File: config.mk
export PLATFORM = sky130hd
export DESIGN_NAME = hssl_rx_frame_decoder
export DESIGN_NICKNAME = d
export VERILOG_FILES = /design/src/rtl/hssl_rx_frame_decoder.sv
export SDC_FILE = /design/constraint.sdc
export NUM_CORES = 1
export LEC_CHECK = 0
export BUFFER_PORTS_ARGS = -buffer_cell sky130_fd_sc_hd__buf_2
export CAP_MARGIN = 25
export CELL_PAD_IN_SITES_DETAIL_PLACEMENT = 1
export CELL_PAD_IN_SITES_GLOBAL_PLACEMENT = 2
export CORE_AREA = 2 2 136 138
export CTS_BUF_LIST = sky130_fd_sc_hd__clkbuf_8
export CTS_CLUSTER_SIZE = 8
export DETAILED_ROUTE_END_ITERATION = 10
export DIE_AREA = 0 0 138 140
export PLACE_DENSITY_LB_ADDON = 0.1
export REMOVE_ABC_BUFFERS = 1
export SYNTH_ARGS = -nofsm -noshare
export SYNTH_HDL_FRONTEND = slang
export SYNTH_SLANG_ARGS = --single-unit
export TNS_END_PERCENT = 5
File: constraint.sdc
create_clock -name clk_in -period 3 [get_ports clk_in]
set_clock_uncertainty 0.2 [all_clocks]
set_input_delay 0.3 -clock clk_in [delete_from_list [all_inputs] [get_ports clk_in]]
set_output_delay 0.3 -clock clk_in [all_outputs]
set_load 0.01 [all_outputs]
File: src/rtl/hssl_rx_frame_decoder.sv
// HSSL receive framing decoder: classifies 8b/10b words, tracks link sync from idles,
// strips SOF/EOF framing and emits payload words one word late so last is known.
module hssl_rx_frame_decoder #(
  parameter int unsigned SYNC_CNT   = 16,
  parameter int unsigned ERR_THRESH = 4,
  parameter int unsigned ERR_WINDOW = 256,
  parameter int unsigned MAX_PLD    = 8
) (
  input  logic        clk_in,
  input  logic        resetn_in,
  input  logic [31:0] rx_data_in,
  input  logic [3:0]  rx_charisk_in,
  input  logic [3:0]  rx_disperr_in,
  input  logic [3:0]  rx_encerr_in,
  input  logic        rx_reset_done_in,
  output logic [31:0] pkt_data_out,
  output logic        pkt_vld_out,
  output logic        pkt_last_out,
  output logic        pkt_err_out,
  output logic        link_up_out,
  output logic [15:0] frame_cnt_out,
  output logic [15:0] err_cnt_out
);

  localparam logic       SyncLos   = 1'b0;
  localparam logic       SyncUp    = 1'b1;

  localparam logic [1:0] FrIdle    = 2'd0;
  localparam logic [1:0] FrPld     = 2'd1;
  localparam logic [1:0] FrDiscard = 2'd2;

  localparam logic [7:0]  SyncLast = 8'(SYNC_CNT - 1);
  localparam logic [3:0]  ErrLast  = 4'(ERR_THRESH - 1);
  localparam logic [15:0] WinLast  = 16'(ERR_WINDOW - 1);
  localparam logic [7:0]  PldMax   = 8'(MAX_PLD);

  localparam logic [7:0] KIdle = 8'hBC;
  localparam logic [7:0] KSof  = 8'hFB;
  localparam logic [7:0] KEof  = 8'hFD;

  // Word classification
  logic word_err, k_ctl;
  logic is_idle, is_sof, is_eof, is_data, is_bad;

  always_comb begin
    word_err = (|rx_disperr_in) | (|rx_encerr_in);
    k_ctl    = (rx_charisk_in == 4'b0001);
    is_idle  = !word_err && k_ctl && (rx_data_in[7:0] == KIdle);
    is_sof   = !word_err && k_ctl && (rx_data_in[7:0] == KSof);
    is_eof   = !word_err && k_ctl && (rx_data_in[7:0] == KEof);
    is_data  = !word_err && (rx_charisk_in == 4'b0000);
    is_bad   = !(is_idle || is_sof || is_eof || is_data);
  end

  // Sync FSM
  logic        sync_q, sync_d;
  logic [7:0]  idle_cnt_q, idle_cnt_d;
  logic [3:0]  win_err_q, win_err_d;
  logic [15:0] good_run_q, good_run_d;
  logic        link_up, link_drop;

  always_comb begin
    sync_d     = sync_q;
    idle_cnt_d = idle_cnt_q;
    win_err_d  = win_err_q;
    good_run_d = good_run_q;
    if (!rx_reset_done_in) begin
      sync_d     = SyncLos;
      idle_cnt_d = '0;
      win_err_d  = '0;
      good_run_d = '0;
    end else if (sync_q == SyncLos) begin
      if (is_idle) begin
        if (idle_cnt_q == SyncLast) begin
          sync_d     = SyncUp;
          idle_cnt_d = '0;
          win_err_d  = '0;
          good_run_d = '0;
        end else begin
          idle_cnt_d = idle_cnt_q + 8'd1;
        end
      end else begin
        idle_cnt_d = '0;
      end
    end else if (is_bad) begin
      good_run_d = '0;
      if (win_err_q == ErrLast) begin
        sync_d     = SyncLos;
        win_err_d  = '0;
        idle_cnt_d = '0;
      end else begin
        win_err_d = win_err_q + 4'd1;
      end
    end else if (good_run_q == WinLast) begin
      good_run_d = '0;
      win_err_d  = '0;
    end else begin
      good_run_d = good_run_q + 16'd1;
    end
  end

  assign link_up   = (sync_q == SyncUp);
  // Flush the held word on the same edge that link_up_out falls.
  assign link_drop = link_up && (sync_d == SyncLos);

  // Frame FSM with a one-word holding register
  logic [1:0]  fr_q, fr_d;
  logic [7:0]  pld_cnt_q, pld_cnt_d;
  logic        held_vld_q, held_vld_d;
  logic [31:0] held_data_q, held_data_d;
  logic [15:0] frame_cnt_q, frame_cnt_d;
  logic        emit, emit_last, emit_err;

  always_comb begin
    fr_d        = fr_q;
    pld_cnt_d   = pld_cnt_q;
    held_vld_d  = held_vld_q;
    held_data_d = held_data_q;
    frame_cnt_d = frame_cnt_q;
    emit        = 1'b0;
    emit_last   = 1'b0;
    emit_err    = 1'b0;
    if (link_drop) begin
      emit       = held_vld_q;
      emit_last  = 1'b1;
      emit_err   = 1'b1;
      held_vld_d = 1'b0;
      pld_cnt_d  = '0;
      fr_d       = FrIdle;
    end else if (link_up) begin
      unique case (fr_q)
        FrIdle, FrDiscard: begin
          if (is_sof) begin
            fr_d      = FrPld;
            pld_cnt_d = '0;
          end
        end
        FrPld: begin
          if (is_data) begin
            if (pld_cnt_q == PldMax) begin
              emit       = 1'b1;
              emit_last  = 1'b1;
              emit_err   = 1'b1;
              held_vld_d = 1'b0;
              pld_cnt_d  = '0;
              fr_d       = FrDiscard;
            end else begin
              emit        = held_vld_q;
              held_vld_d  = 1'b1;
              held_data_d = rx_data_in;
              pld_cnt_d   = pld_cnt_q + 8'd1;
            end
          end else if (is_eof) begin
            emit       = held_vld_q;
            emit_last  = 1'b1;
            held_vld_d = 1'b0;
            pld_cnt_d  = '0;
            fr_d       = FrIdle;
            if (held_vld_q) begin
              frame_cnt_d = frame_cnt_q + 16'd1;
            end
          end else begin
            emit       = held_vld_q;
            emit_last  = 1'b1;
            emit_err   = 1'b1;
            held_vld_d = 1'b0;
            pld_cnt_d  = '0;
            fr_d       = is_sof ? FrPld : FrDiscard;
          end
        end
        default: fr_d = FrIdle;
      endcase
    end
  end

  // Output and statistics registers
  logic [31:0] pkt_data_q, pkt_data_d;
  logic        pkt_vld_q, pkt_last_q, pkt_err_q;
  logic [15:0] err_cnt_q, err_cnt_d;

  always_comb begin
    pkt_data_d = emit ? held_data_q : pkt_data_q;
    err_cnt_d  = err_cnt_q;
    if (rx_reset_done_in && is_bad && (err_cnt_q != 16'hFFFF)) begin
      err_cnt_d = err_cnt_q + 16'd1;
    end
  end

  always_ff @(posedge clk_in or negedge resetn_in) begin
    if (!resetn_in) begin
      sync_q      <= SyncLos;
      idle_cnt_q  <= '0;
      win_err_q   <= '0;
      good_run_q  <= '0;
      fr_q        <= FrIdle;
      pld_cnt_q   <= '0;
      held_vld_q  <= 1'b0;
      held_data_q <= '0;
      frame_cnt_q <= '0;
      err_cnt_q   <= '0;
      pkt_data_q  <= '0;
      pkt_vld_q   <= 1'b0;
      pkt_last_q  <= 1'b0;
      pkt_err_q   <= 1'b0;
    end else begin
      sync_q      <= sync_d;
      idle_cnt_q  <= idle_cnt_d;
      win_err_q   <= win_err_d;
      good_run_q  <= good_run_d;
      fr_q        <= fr_d;
      pld_cnt_q   <= pld_cnt_d;
      held_vld_q  <= held_vld_d;
      held_data_q <= held_data_d;
      frame_cnt_q <= frame_cnt_d;
      err_cnt_q   <= err_cnt_d;
      pkt_data_q  <= pkt_data_d;
      pkt_vld_q   <= emit;
      pkt_last_q  <= emit & emit_last;
      pkt_err_q   <= emit & emit_err;
    end
  end

  assign pkt_data_out  = pkt_data_q;
  assign pkt_vld_out   = pkt_vld_q;
  assign pkt_last_out  = pkt_last_q;
  assign pkt_err_out   = pkt_err_q;
  assign link_up_out   = link_up;
  assign frame_cnt_out = frame_cnt_q;
  assign err_cnt_out   = err_cnt_q;

endmodule

# ---- Yosys cells after proc, flatten, opt, wreduce, memory -nomap -nowiden
# Cells that the tools add are included.
dict set report word_totals {
  in_bits 47
  wordCells 133
  ff_bits 139
  output_inout_bits 68
}
dict set report classes {
  mux 59
  n_bitwise 7
  n_eq_ne 18
  n_addsub 6
  reduce_logical 29
}
# op n
set ops {}
lappend ops {{$mux W16} 6}
lappend ops {{$mux W8} 11}
lappend ops {{$add A16 B1 Y16 const B} 3}
lappend ops {{$mux W4} 7}
lappend ops {{$mux W1} 26}
lappend ops {{$eq A8 B8 Y1 const B} 3}
lappend ops {{$add A8 B1 Y8 const B} 2}
lappend ops {{$eq A16 B8 Y1 const B} 1}
lappend ops {{$eq A8 B4 Y1 const B} 2}
lappend ops {{$ne A16 B16 Y1 const B} 1}
lappend ops {{$pmux W8 S2} 1}
lappend ops {{$mux W2} 7}
lappend ops {{$reduce_and A3 Y1} 3}
lappend ops {{$logic_and A1 B1 Y1} 8}
lappend ops {{$reduce_or A4 Y1} 2}
lappend ops {{$ne A3 B1 Y1 const B} 2}
lappend ops {{$ne A3 B3 Y1 const B} 2}
lappend ops {{$reduce_and A2 Y1} 3}
lappend ops {{$reduce_and A6 Y1} 1}
lappend ops {{$reduce_and A5 Y1} 1}
lappend ops {{$add A4 B1 Y4 const B} 1}
lappend ops {{$eq A4 B1 Y1 const B} 1}
lappend ops {{$eq A4 B2 Y1 const B} 1}
lappend ops {{$logic_not A4 Y1} 1}
lappend ops {{15 further kinds} 23}

# ---- Logic depth before layout (Yosys ltp)
dict set report depth {
  depth_word 15
  ltp_mapped 10
  depth_no_buf 8
}

# ---- Worst setup path after synthesis
# Ideal clock, no wire load.
dict set report synth_path {
  kind {input-to-reg}
  start {input port rx_disperr_in[1]}
  end {register pld_cnt_q[5]}
  n_path_buf 1
  required_time_ns 2.724
  t_arrival_ns 2.211
  stages 7
  setup_slack_ns 0.513
  setup_time_ns 0.076
  cell_sequence {nor4_2 -> nand3_1 -> or4_4 -> or3_1 -> buf_2 -> or3_1 -> o21ai_1}
}
dict set report synth_between {
  elab_chain_cells 15
  elab_cells_between_ends 25
  classes_between {eq/ne: 1; mux: 8; bitwise: 2; reduce/logical: 14}
}
# item line
set synth_lines {}
lappend synth_lines {{from (decl)} 13} ;# input logic [3:0] rx_disperr_in,
lappend synth_lines {{$reduce_or A4 Y1 (*)} 46} ;# word_err = (|rx_disperr_in) | (|rx_encerr_in);
lappend synth_lines {{$or A1 B1 Y1 (*)} 46}
lappend synth_lines {{$logic_not A1 Y1 (*)} --}
lappend synth_lines {{$logic_and A1 B1 Y1} {48, 49, 50}}
lappend synth_lines {{$logic_and A1 B1 Y1, on equally long branches} {48, 49}}
lappend synth_lines {{$logic_or A1 B1 Y1 (3 in series)} 52} ;# is_bad = !(is_idle || is_sof || is_eof || is_data);
lappend synth_lines {{$mux W1} 85} ;# end else if (is_bad) begin
lappend synth_lines {{$mux W1} 72} ;# end else if (sync_q == SyncLos) begin
lappend synth_lines {{$mux W1} 67} ;# if (!rx_reset_done_in) begin
lappend synth_lines {{$not A1 Y1} 104} ;# assign link_drop = link_up && (sync_d == SyncLos);
lappend synth_lines {{$logic_and A1 B1 Y1} 104}
lappend synth_lines {{$ne A3 B3 Y1 (no line), or another cell as far along} --}
lappend synth_lines {{$reduce_and A3 Y1 (no line)} --}
lappend synth_lines {{to (signal assigned)} 211} ;# pld_cnt_q <= pld_cnt_d;
lappend synth_lines {{to (decl)} 108} ;# logic [7:0] pld_cnt_q, pld_cnt_d;
# Every way passes the cells marked *; elsewhere a longest branch is shown, timed or not. The select of a mux whose other input is x is not followed.
# A chain may end at the register's enable or synchronous reset.

# ---- Worst setup path in the final report
dict set report layout_path {
  start {input port rx_data_in[1]}
  end {register frame_cnt_q[8], in the netlist frame_cnt_out[8]}
}
dict set report layout_between {
  elab_chain_cells 12
  elab_cells_between_ends 17
  classes_between {eq/ne: 3; mux: 4; bitwise: 2; reduce/logical: 8}
}
# item line
set layout_lines {}
lappend layout_lines {{from (decl)} 11} ;# input logic [31:0] rx_data_in,
lappend layout_lines {{$eq A8 B8 Y1, on equally long branches} {48, 49}}
lappend layout_lines {{$logic_and A1 B1 Y1, on equally long branches} {48, 49}}
lappend layout_lines {{$logic_or A1 B1 Y1 (3 in series)} 52}
lappend layout_lines {{$mux W1} 85}
lappend layout_lines {{$mux W1} 72}
lappend layout_lines {{$mux W1} 67}
lappend layout_lines {{$not A1 Y1} 104}
lappend layout_lines {{$logic_and A1 B1 Y1} 104}
lappend layout_lines {{$not A1 Y1 (no line)} --}
lappend layout_lines {{$reduce_and A6 Y1 (no line) (*)} --}
lappend layout_lines {{to (signal assigned)} 214} ;# frame_cnt_q <= frame_cnt_d;
lappend layout_lines {{to (decl)} 111} ;# logic [15:0] frame_cnt_q, frame_cnt_d;
# Every way passes the cells marked *; elsewhere a longest branch is shown, timed or not.

==> impl_metrics.tcl <==
set metrics [dict create \
    fin_util 0.4506 \
    via_per_inst 5.033 \
    ys_seq_area_frac 0.5498 \
    clockRootBuffer "clkbuf_8" \
    cts_tree "built" \
    vias 5129 \
    area_growth_pct 26.64 \
    maxSlewViolCount 0 \
    p_per_area_nw_per_um2 471.3 \
    grt_max_degree 71 \
    crit_start "rx_data_in[1]" \
    synth_top_family_by_area "simple AND/OR/NAND/NOR gates" \
    path_cells "dlygate4sd3_1 > buf_2 > or4b_4 > o211ai_1 > nand4_1 > a211o_1 > nor3_1 > xor2_1" \
    start_util 0.3558 \
    setup_violations 0 \
    synth_simple_gate_area_share 0.2247 \
    instances_no_fill 1019 \
    clk_pin_slew_ps 90 \
    yosys-top-cells-count "nand2_1 (152), dfrtp_1 (139), o21ai_0 (41)" \
    pin_count 115 \
    fin_crit_ps 2891 \
    synth_edf_count 0 \
    grt_pass1_wl_um 28440 \
    rows 49 \
    reg2reg_depth 7 \
    r2r_slack_ps 310 \
    nNetsFinal 831 \
    n_antenna_cell 0 \
    gp_congestion 0.7823 \
    end_kind "flip-flop" \
    grt_overflow_total 0 \
    cp_max_fo 8 \
    period_share 0.9637 \
    hold_depth 3 \
    wire_per_inst_um 16.37 \
    crit_type "input pin to flip-flop" \
    synth_compound_area_frac 0.08307 \
    multi_input_area_sq_um 2750 \
    synth_fa_ha_area_frac 0.01384 \
    holdCritPathClass "input pin to flip-flop" \
    synth_cell_type_count 60 \
    ys.flop_type "dfrtp_1" \
    die_area_sq_um 19320 \
    layout-drive-gt1-share 0.2671 \
    synth_top_area_cell "dfrtp_1" \
    synthTopCellsByArea "dfrtp_1 (55%), nand2_1 (9.0%), mux2_2 (6.1%), o21ai_0 (3.2%), xnor2_1 (2.6%)" \
    synthXorXnorAreaFrac 0.04569 \
    netlist_area_sq_um 6326 \
    max_stage_delay_ps 570 \
    numPlacedInstances 954 \
    coreArea_sq_um 17780 \
    die_height_um 140 \
    regArea_sq_um 3478 \
    async_flop_share 1.000 \
    drtIter0Drc 170 \
    maxCapViolCount 0 \
    rsz0062_at_grt "false" \
    cp_data_arrival_time_ps 3050 \
    fp.dieW_um 138 \
    antenna_found_initial 0 \
    r2r_start "idle_cnt_q[0]" \
    peakVddDrop_mv 0.2699 \
    p_leak_nw 4.063 \
    r2r_end "frame_cnt_out[8]" \
    clkSinkCount 139 \
    min_to "pkt_last_out" \
    start_kind "input pin" \
    drc_errors 0 \
    cts_buffers 17 \
    crit_path_top_delay_cell "or4b_4" \
    status "complete, no violations" \
    syn_avg_cell_area_sq_um 10.30 \
    track_usage 0.1811 \
    max_freq_mhz 345.9 \
    portBuffers 114 \
    first_global_vias 5516 \
    yosys_warnings 0 \
    tightest_slew_ps 666.5 \
    ctsHtreeMaxLevel 4 \
    synth.most_common_cell "nand2_1" \
    slew_headroom 0.5557 \
    hp-start "rx_charisk_in[0]" \
    p_total_w 0.003776 \
    worst_ep_required_time_ps 3160 \
    hold_viol 0 \
    cts.path.max_buffers 2 \
    synthMuxAreaShare 0.06369 \
    first_pass_iters 4 \
    clk-insertion-delay-late_ps 450 \
    postRouteWirelength_um 16680 \
    synth_cells 614 \
    ys_ff_latch 139 \
    netlist.area_leader.share 0.5498 \
    dp_hpwl_um 11620 \
    nFillCells 2031 \
    ant_nets 0 \
]
worst max path at each step:
stage / endpoint / slack (ps) / cells after the start
finish: frame_cnt_out[8] / 110 / 8
CTS: pkt_data_out[7] / 60 / 9
floorplan: pld_cnt_q[4] / -60 / 6
global route: frame_cnt_out[12] / 10 / 8
global placement: frame_cnt_out[14] / 160 / 7
detailed placement: frame_cnt_out[14] / 110 / 7
repair_timing:
| item | 4_1_cts | 5_1_grt |
|---|---|---|
| endpoints found under the hold margin | 100 | 0 |
| resized for setup | 0 | 3 |
| buffers inserted | 0 | 0 |
| hold buffers | 33 | 0 |
| setup endpoints to repair | 0 | 19 |
power by group:
group / total, W / internal, W / switching (W)
clock network: 0.00151 / 0.000694 / 0.000815
registers: 0.00197 / 0.00192 / 0.0000537
logic: 0.000297 / 0.000140 / 0.000157
total: 0.00378 / 0.00275 / 0.00103
final cells by class:
type | count | area share
timing repair buffer | 163 | 0.1345
clock buffer | 18 | 0.03092
tap | 229 | 0.03576
clock inverter | 14 | 0.01718
multi-input combinational | 447 | 0.3433
inverter | 9 | 0.004217
sequential | 139 | 0.4342
through the flow:
stage | hold slack [ps] | TNS, ps | area, sq um | setup WS [ps]
floorplan | -195.6 | -116.1 | 6238 | -61.10
global placement | 162.3 | 0 | 7286 | 161.7
detailed placement | 170.4 | 0 | 7286 | 108.0
CTS | 89.08 | 0 | 8001 | 63.64
global route | 151.0 | 0 | 8011 | 10.04
finish | 101.8 | 0 | 8011 | 109.0
sequential cells by signal, indices dropped and copies added (netlist names), 2 cells and up:
register and flops:
good_run_q 16, pld_cnt_q 8, fr_q 2, held_data_q 32
pkt_data_out 32, frame_cnt_out 16, idle_cnt_q 8, win_err_q 4
err_cnt_out 16
placed cells by master (no fill, tap or decap), types with 3 or more instances in the layout:
master	count
or4_1	3
nand2_1	152
dlygate4sd3_1	33
inv_1	10
buf_2	113
dfrtp_1	139
nor3_1	11
mux2_2	34
xor2_1	14
or3_1	5
nor2b_1	7
a22o_1	4
o21ai_1	3
clkinvlp_4	5
nor2_1	15
a21oi_1	6
nand3_1	30
ha_1	7
xnor2_1	19
buf_4	12
nand4_1	10
and4_1	4
nand2b_1	6
inv_6	3
and2_1	3
clkbuf_8	18
o21ai_0	41
nor3b_1	3
o31ai_1	9
buf_12	4
and3_1	20
critical path, delay by kind of cell:
family	cells	cell delay, ps
buf+inv	2	700
xor+xnor	1	180
compound gates	2	750
simple gates	3	1110
cell families (layout without fill, tap and decap cells):
kind of cell,count (synthesis),after routing
buffers and inverters,28,204
XOR/XNOR,33,33
multiplexers,36,36
adder cells (fa/ha/maj),7,7
flip-flops,139,139
AO/OA/AOI/OAI,83,83
AND/OR/NAND/NOR,288,288
metal layers:
metal,global-route usage,share of wire,up-vias
met5,0,0,-
met4,0.05263,0.012,0
met3,0.05094,0.047,14
met2,0.3004,0.48,92
met1,0.2326,0.46,2558
li1,-,-,2465
(Power assumes the default switching activity.)
